==> config.mk <==
export PLATFORM = sky130hd
export DESIGN_NAME = dct_block_sequencer
export DESIGN_NICKNAME = d
export VERILOG_FILES = /design/src/rtl/codec_seq_pkg.sv /design/src/rtl/scan_pos_counter.sv /design/src/rtl/dct_block_sequencer.sv
export SDC_FILE = /design/constraint.sdc
export NUM_CORES = 1
export LEC_CHECK = 0
export ABC_AREA = 1
export CAP_MARGIN = 20
export CORE_AREA = 2 2 52 54
export DETAILED_ROUTE_END_ITERATION = 10
export DIE_AREA = 0 0 54 56
export GPL_ROUTABILITY_DRIVEN = 0
export PLACE_DENSITY = 0.71
export SLEW_MARGIN = 15
export SYNTH_ARGS = -nofsm -noshare
export SYNTH_HDL_FRONTEND = slang
export SYNTH_SLANG_ARGS = --single-unit
export TNS_END_PERCENT = 20
==> constraint.sdc <==
create_clock -name clk -period 1.2 [get_ports clk]
set_clock_uncertainty 0.05 [all_clocks]
set_input_delay 0.18 -clock clk [delete_from_list [all_inputs] [get_ports clk]]
set_output_delay 0.18 -clock clk [all_outputs]
set_load 0.01 [all_outputs]
==> src/rtl/codec_seq_pkg.sv <==
// Shared definitions for the DCT block sequencer.
//   seq_state_t : sequencer FSM states
//   BLK_COEFS   : coefficients per 8x8 block
//   ZIGZAG      : JPEG zigzag order, entry k = {v[2:0], u[2:0]} of the k-th index
//                 (u = column, v = row), used when ZIGZAG_SCAN_EN is defined
package codec_seq_pkg;

    typedef enum logic [1:0] {
        IDLE  = 2'd0,
        RUN   = 2'd1,
        FLUSH = 2'd2,
        DONE  = 2'd3
    } seq_state_t;

    localparam int BLK_COEFS = 64;

    // {v,u} packed as row*8+col, so each entry is simply the raster address.
    localparam logic [5:0] ZIGZAG [BLK_COEFS] = '{
        6'd0,  6'd1,  6'd8,  6'd16, 6'd9,  6'd2,  6'd3,  6'd10,
        6'd17, 6'd24, 6'd32, 6'd25, 6'd18, 6'd11, 6'd4,  6'd5,
        6'd12, 6'd19, 6'd26, 6'd33, 6'd40, 6'd48, 6'd41, 6'd34,
        6'd27, 6'd20, 6'd13, 6'd6,  6'd7,  6'd14, 6'd21, 6'd28,
        6'd35, 6'd42, 6'd49, 6'd56, 6'd57, 6'd50, 6'd43, 6'd36,
        6'd29, 6'd22, 6'd15, 6'd23, 6'd30, 6'd37, 6'd44, 6'd51,
        6'd58, 6'd59, 6'd52, 6'd45, 6'd38, 6'd31, 6'd39, 6'd46,
        6'd53, 6'd60, 6'd61, 6'd54, 6'd47, 6'd55, 6'd62, 6'd63
    };

endpackage

==> src/rtl/scan_pos_counter.sv <==
// 6-bit scan position counter for one 8x8 block.
//   clk  : clock
//   rst  : asynchronous active-low reset (p -> 0)
//   clr  : synchronous clear, has priority over en
//   en   : advance p by one (wraps 63 -> 0)
//   p    : current scan position
//   tc   : terminal count, p == 63
module scan_pos_counter (
    input  logic       clk,
    input  logic       rst,
    input  logic       clr,
    input  logic       en,
    output logic [5:0] p,
    output logic       tc
);

    always_ff @(posedge clk or negedge rst) begin
        if (!rst) begin
            p <= 6'd0;
        end else if (clr) begin
            p <= 6'd0;
        end else if (en) begin
            p <= p + 6'd1;
        end
    end

    assign tc = (p == 6'd63);

endmodule

==> src/rtl/dct_block_sequencer.sv <==
// Control FSM that walks one 8x8 block through the DCT/quant datapath:
// accepts a block, issues 64 (u,v) index requests with valid/ready, waits out
// the datapath latency, pulses blk_done and tracks the block index in a frame.
//
// Build option: define ZIGZAG_SCAN_EN for JPEG zigzag order, otherwise raster.
//
// Ports:
//   clk, rst (async active-low)      abort      : sync return to IDLE, clears count
//   blk_valid / blk_ready            : block offer handshake
//   coef_valid / coef_ready, u, v    : index request handshake
//   coef_last                        : 64th index of the block
//   blk_done                         : one-cycle completion pulse
//   blk_idx                          : block index within frame
//   frame_done                       : with blk_done on the last block of a frame
module dct_block_sequencer
    import codec_seq_pkg::*;
#(
    parameter  int PIPE_LAT   = 4,
    parameter  int NUM_BLOCKS = 64,
    localparam int BLK_W      = $clog2(NUM_BLOCKS)
) (
    input  logic             clk,
    input  logic             rst,
    input  logic             abort,
    input  logic             blk_valid,
    output logic             blk_ready,
    output logic             coef_valid,
    input  logic             coef_ready,
    output logic [2:0]       u,
    output logic [2:0]       v,
    output logic             coef_last,
    output logic             blk_done,
    output logic [BLK_W-1:0] blk_idx,
    output logic             frame_done
);

    localparam int               FLUSH_INIT = (PIPE_LAT > 0) ? PIPE_LAT - 1 : 0;
    localparam logic [3:0]       FLUSH_LOAD = 4'(FLUSH_INIT);
    localparam logic [BLK_W-1:0] LAST_BLK   = BLK_W'(NUM_BLOCKS - 1);

    seq_state_t state, state_nxt;
    logic [3:0] flush_cnt;
    logic [5:0] p;
    logic       p_tc;
    logic       accept;
    logic       coef_hs;

    assign accept  = (state == IDLE) && blk_valid;
    assign coef_hs = (state == RUN) && coef_ready;

    scan_pos_counter u_scan (
        .clk (clk),
        .rst (rst),
        .clr (abort | accept),
        .en  (coef_hs),
        .p   (p),
        .tc  (p_tc)
    );

    always_ff @(posedge clk or negedge rst) begin
        if (!rst) begin
            state <= IDLE;
        end else begin
            state <= state_nxt;
        end
    end

    always_comb begin
        state_nxt = state;
        case (state)
            IDLE:  if (blk_valid) state_nxt = RUN;
            RUN:   if (coef_ready && p_tc) state_nxt = (PIPE_LAT > 0) ? FLUSH : DONE;
            FLUSH: if (flush_cnt == 4'd0) state_nxt = DONE;
            DONE:  state_nxt = IDLE;
            default: state_nxt = IDLE;
        endcase
        if (abort) begin
            state_nxt = IDLE;
        end
    end

    // Loaded on RUN->FLUSH so the FLUSH state lasts exactly PIPE_LAT cycles.
    always_ff @(posedge clk or negedge rst) begin
        if (!rst) begin
            flush_cnt <= 4'd0;
        end else if (abort) begin
            flush_cnt <= 4'd0;
        end else if (state == RUN && state_nxt == FLUSH) begin
            flush_cnt <= FLUSH_LOAD;
        end else if (state == FLUSH && flush_cnt != 4'd0) begin
            flush_cnt <= flush_cnt - 4'd1;
        end
    end

    always_ff @(posedge clk or negedge rst) begin
        if (!rst) begin
            blk_idx <= '0;
        end else if (abort) begin
            blk_idx <= '0;
        end else if (state == DONE) begin
            blk_idx <= (blk_idx == LAST_BLK) ? '0 : blk_idx + 1'b1;
        end
    end

    assign blk_ready  = (state == IDLE);
    assign coef_valid = (state == RUN);
    assign coef_last  = (state == RUN) && p_tc;
    assign blk_done   = (state == DONE);
    assign frame_done = (state == DONE) && (blk_idx == LAST_BLK);

`ifdef ZIGZAG_SCAN_EN
    assign {v, u} = ZIGZAG[p];
`else
    assign {v, u} = p;
`endif

endmodule

Word level (Yosys, flattened, before mapping)
Cells that the tools add are included. W data, S select, Z words.

Add/sub/neg operators: 3. Equality and inequality tests: 6. Muxes and demuxes: 13. Bitwise gates (word level): 1. Reductions and logical operators: 13.

Operators by type and width (count): $mux W6 (5); $add A6 B1 Y6 const B (2); $eq A6 B6 Y1 const B (2); $mux W4 (3); $mux W2 (4); $pmux W2 S4 (1); $logic_and A1 B1 Y1 (7); $eq A2 B2 Y1 const B (3); $logic_not A4 Y1 (1); $reduce_bool A2 Y1 (2); $reduce_bool A4 Y1 (1); $sub A4 B1 Y4 const B (1); $reduce_bool A3 Y1 (1); $eq A2 B1 Y1 const B (1); $logic_not A2 Y1 (1); $or A1 B1 Y1 (1).

Register bits after elaboration: 18.

Longest topological paths before layout
Word-level depth: 9. Mapped depth: 8. Mapped depth without buffers: 8.

By module
From an unflattened synthesis, not the netlist that was laid out.

Cell total of the unflattened synthesis: 142. Area total of the unflattened synthesis: 1067.3 sq um.

By module, submodules not included: dct_block_sequencer (instances 1, cells an instance 100, area each 749.5 sq um, sequential area each 300.3 sq um); scan_pos_counter (instances 1, cells an instance 42, area each 317.8 sq um, sequential area each 150.1 sq um).

Worst setup path after synthesis
No wires, ideal clock.

Kind: flip-flop to output port. Start: register u_scan.p[0]. End: output port coef_last. Arrival time: 1.167 ns. Required time: 0.970 ns. Slack: -0.197 ns. Cell stages (with the launch flop): 6. Cell sequence: dfrtp_1 > ha_1 > nand3_1 > nor2_1 > inv_1 > nor3_1.

Cells in the longest elaborated chain, start to end: 2.

Ends and longest elaborated chain: start, declared (line scan_pos_counter.sv:13) `output logic [5:0] p,`; start signal, assigned (line scan_pos_counter.sv:23) `p <= p + 6'd1;`; $eq A6 B6 Y1 (line scan_pos_counter.sv:27) `assign tc = (p == 6'd63);`; $logic_and A1 B1 Y1 (line dct_block_sequencer.sv:107) `assign coef_last = (state == RUN) && p_tc;`; end, declared (line dct_block_sequencer.sv:31) `output logic coef_last,`.

No other way between the ends.

Worst setup path after layout
Start: register u_scan.p[1]. End: output port coef_last.

The elaborated chain is that of the path after synthesis.

==> reports/metrics.yaml <==
layout:
  nNetsFinal: 219
  num_antenna_cells: 0
  fin_util_pct: 79.99
  layout-drive-gt1-share_pct: 54.55
  syn2layout_area_growth_pct: 89.17
  multi_input_area_um2: 664.4
  regArea_um2: 451.7
  fillers: 142
  fin_area_um2: 1946
  finalNonFillerCells: 239
global_routing:
  grt_pass1_vias: 1227
  globalRouteOverflowTotal: 0
  grt_use_total_pct: 22.90
  grt_pass1_wl_mm: 5.278
  antenna_found_initial: 0
  grt_max_degree: 19
logic_synthesis:
  ys_seq_area_share_pct: 43.80
  synth_cell_type_count: 22
  syn-cell-area_um2: 1028
  synth_fa_ha_area_share_pct: 4.866
  yosysWarnings: 0
  ys_ff_latch: 18
  synth-main-ff-cell: "dfrtp_1"
  mappedNetlistNets: 142
  synth-simple-area-share_pct: 32.12
  post-synth-top-area-cell: "dfrtp_1"
  synth_xor_area_share_pct: 0.8516
  synth_compound_area_share_pct: 11.68
  synth_mux_area_share_pct: 0
  synth_edf_count: 0
  post-synth-top-area-fraction_pct: 43.80
  synth_top_family_by_area: "simple AND/OR/NAND/NOR gates"
  synth_area_leaders: "dfrtp_1 (44%), nand2_1 (10%), nand3_1 (6.8%)"
  syn_area_per_cell_um2: 7.733
  async_flop_share_pct: 100.0
  syn_inst: 133
power_and_ir_drop:
  irDropWorstVdd_mv: 0.6921
  power.total_mw: 1.219
  p_per_area_nw_per_um2: 626.7
  p_leak_nw: 0.9283
run_status:
  run_status: "finished with violations"
  violations: "setup timing"
die:
  die_h_um: 56
  die_w_um: 54
  die_area_um2: 3024
  ioPinCount: 22
  start_util_pct: 42.28
  core_area_um2: 2432
  rows: 18
setup_path:
  r2r-start: "u_scan.p[1]$_DFFE_PN0P_"
  cp-startpoint: "u_scan.p[1]$_DFFE_PN0P_"
  critPathKind: "register to primary output"
  start_kind: "register"
  path_max_fanout: 3
  cp_data_arrival_time_ps: 1400
  cp_data_required_time_ps: 970
  critical_path.endpoint_type: "primary output"
sta:
  post-route-period-util_pct: 135.5
  setup_viol: 31
  worst_pin_slew_ps: 360.2
  finalMaxSlewViolations: 0
  relSlewSlack_pct: 75.80
  finalCriticalPeriod_ps: 1626
  fin_ws_ps: -425.9
  hold_viol: 0
  grt_setup_unrepaired: "true"
  fmax_mhz: 615.0
placement:
  dp_hpwl_mm: 1.993
  dpl_cell_area_um2: 1529
  dp.cells: 217
  pre_cts_ws_ps: -509.9
  portBuffers: 21
routing:
  routed_wirelength_mm: 4.000
  firstDrtPassIters: 4
  routedWlPerCell_um: 16.74
  initialDrtViolationCount: 64
  final_antenna_net_count: 0
  drcViolationCount: 0
  via_count: 1272
  vias_per_cell: 5.322
clocking:
  clock_latency_ps: 310
  h-tree-depth: 1
  clock-sinks: 18
  root_buffer: "clkbuf_4"
  cts_tree: "done"
  clkTransAtPathRegs_ps: 120
  cts_buffers: 3
  cts_buffer_depth: 2
hold_path:
  hold_class: "primary input to asynchronous set/reset pin"
run:
  max-cap-violations: 0
kinds of logic (layout without fill, tap and decap cells):
family                     after synthesis  after routing
and+or+nand+nor                         73             73
AOI/OAI and AO/OA                       20             20
DFF                                     18             18
buffers and inverters                   17             93
adders and majority gates                4              4
xor gates and xnor gates                 1              1
routing by layer:
layer	track usage (%)	routed length [um]	vias to the layer above
li1	-	-	585
met3	3.763	149	19
met1	27.13	1527	625
met2	39.55	2141	43
met4	9.286	181	0
met5	0	0	-
Yosys cell counts (3+ instances only):
cell type and instances:
nand2_1 28, dfrtp_1 18, nor2_1 17, nand3_1 14
inv_1 13, a21oi_1 8, nor3_1 5, ha_1 4
a21oi_2 3, inv_2 3, nand2_2 3, nor2_2 3
o21ai_0 3, o21ai_1 3
worst max-delay path, cell delays in order (launching register included):
cell	delay, ps
dfrtp_1	450
ha_4	190
nand3_4	80
nor2_4	100
inv_2	50
nor3_2	80
buf_2	140
final timing paths:
path / endpoint / slack [ps] / depth (start not counted)
max: coef_last / -430 / 6
min: flush_cnt[3]$_DFFE_PN0P_ / 140 / 2
max reg2reg: flush_cnt[2]$_DFFE_PN0P_ / -430 / 8
min reg2reg: flush_cnt[3]$_DFFE_PN0P_ / 520 / 3
max in group asynchronous: state[0]$_DFF_PN0_ / 740 / 2
min in group clk: flush_cnt[3]$_DFFE_PN0P_ / 520 / 3
where the power goes:
part / switching, mW / internal [mW]
Sequential: 0.00411 / 0.611
Clock: 0.223 / 0.186
Combinational: 0.100 / 0.0958
state kept, by name, summed over array words and instances (netlist names):
register / cells
blk_idx: 6
flush_cnt: 4
state: 2
u_scan.p: 6
placed cells by master (no fill, tap or decap), types with 2 or more instances in the layout:
| master | instances |
|---|---|
| buf_6 | 35 |
| buf_4 | 31 |
| nand2_1 | 26 |
| dfrtp_1 | 17 |
| nor2_1 | 11 |
| inv_1 | 9 |
| nand3_1 | 9 |
| a21oi_1 | 7 |
| nor2_4 | 6 |
| inv_2 | 6 |
| nand2_2 | 4 |
| nor2_2 | 4 |
| clkdlybuf4s50_1 | 4 |
| nand3_4 | 3 |
| a21oi_2 | 3 |
| nor3_2 | 3 |
| o21ai_2 | 3 |
| clkbuf_4 | 3 |
| o21ai_0 | 2 |
| nand3_2 | 2 |
| o21ai_1 | 2 |
| nor3_1 | 2 |
| ha_1 | 2 |
| buf_2 | 2 |
cell type report:
cell class | count | share of cell area [%]
Clock buffer | 4 | 1.865
Tap cell | 30 | 1.929
Inverter | 17 | 4.051
Multi-Input combinational cell | 98 | 34.15
Sequential cell | 18 | 23.22
Timing Repair Buffer | 72 | 34.79
repair_timing:
item                                    in CTS  in global routing
resized for setup                          106                 37
buffers inserted                            14                  6
hold buffers                                 0                  0
pin swaps                                    6                 10
endpoints found under the setup margin      33                 34
through the flow:
step	setup TNS (ps)	hold slack, ps
after floorplan	-747.8	-165.6
after global placement	-4146	481.7
after detailed placement	-4717	486.1
after CTS	-4729	166.3
after global routing	-8216	158.1
final	-6645	140.4
Power figures use the tool's default switching activity.
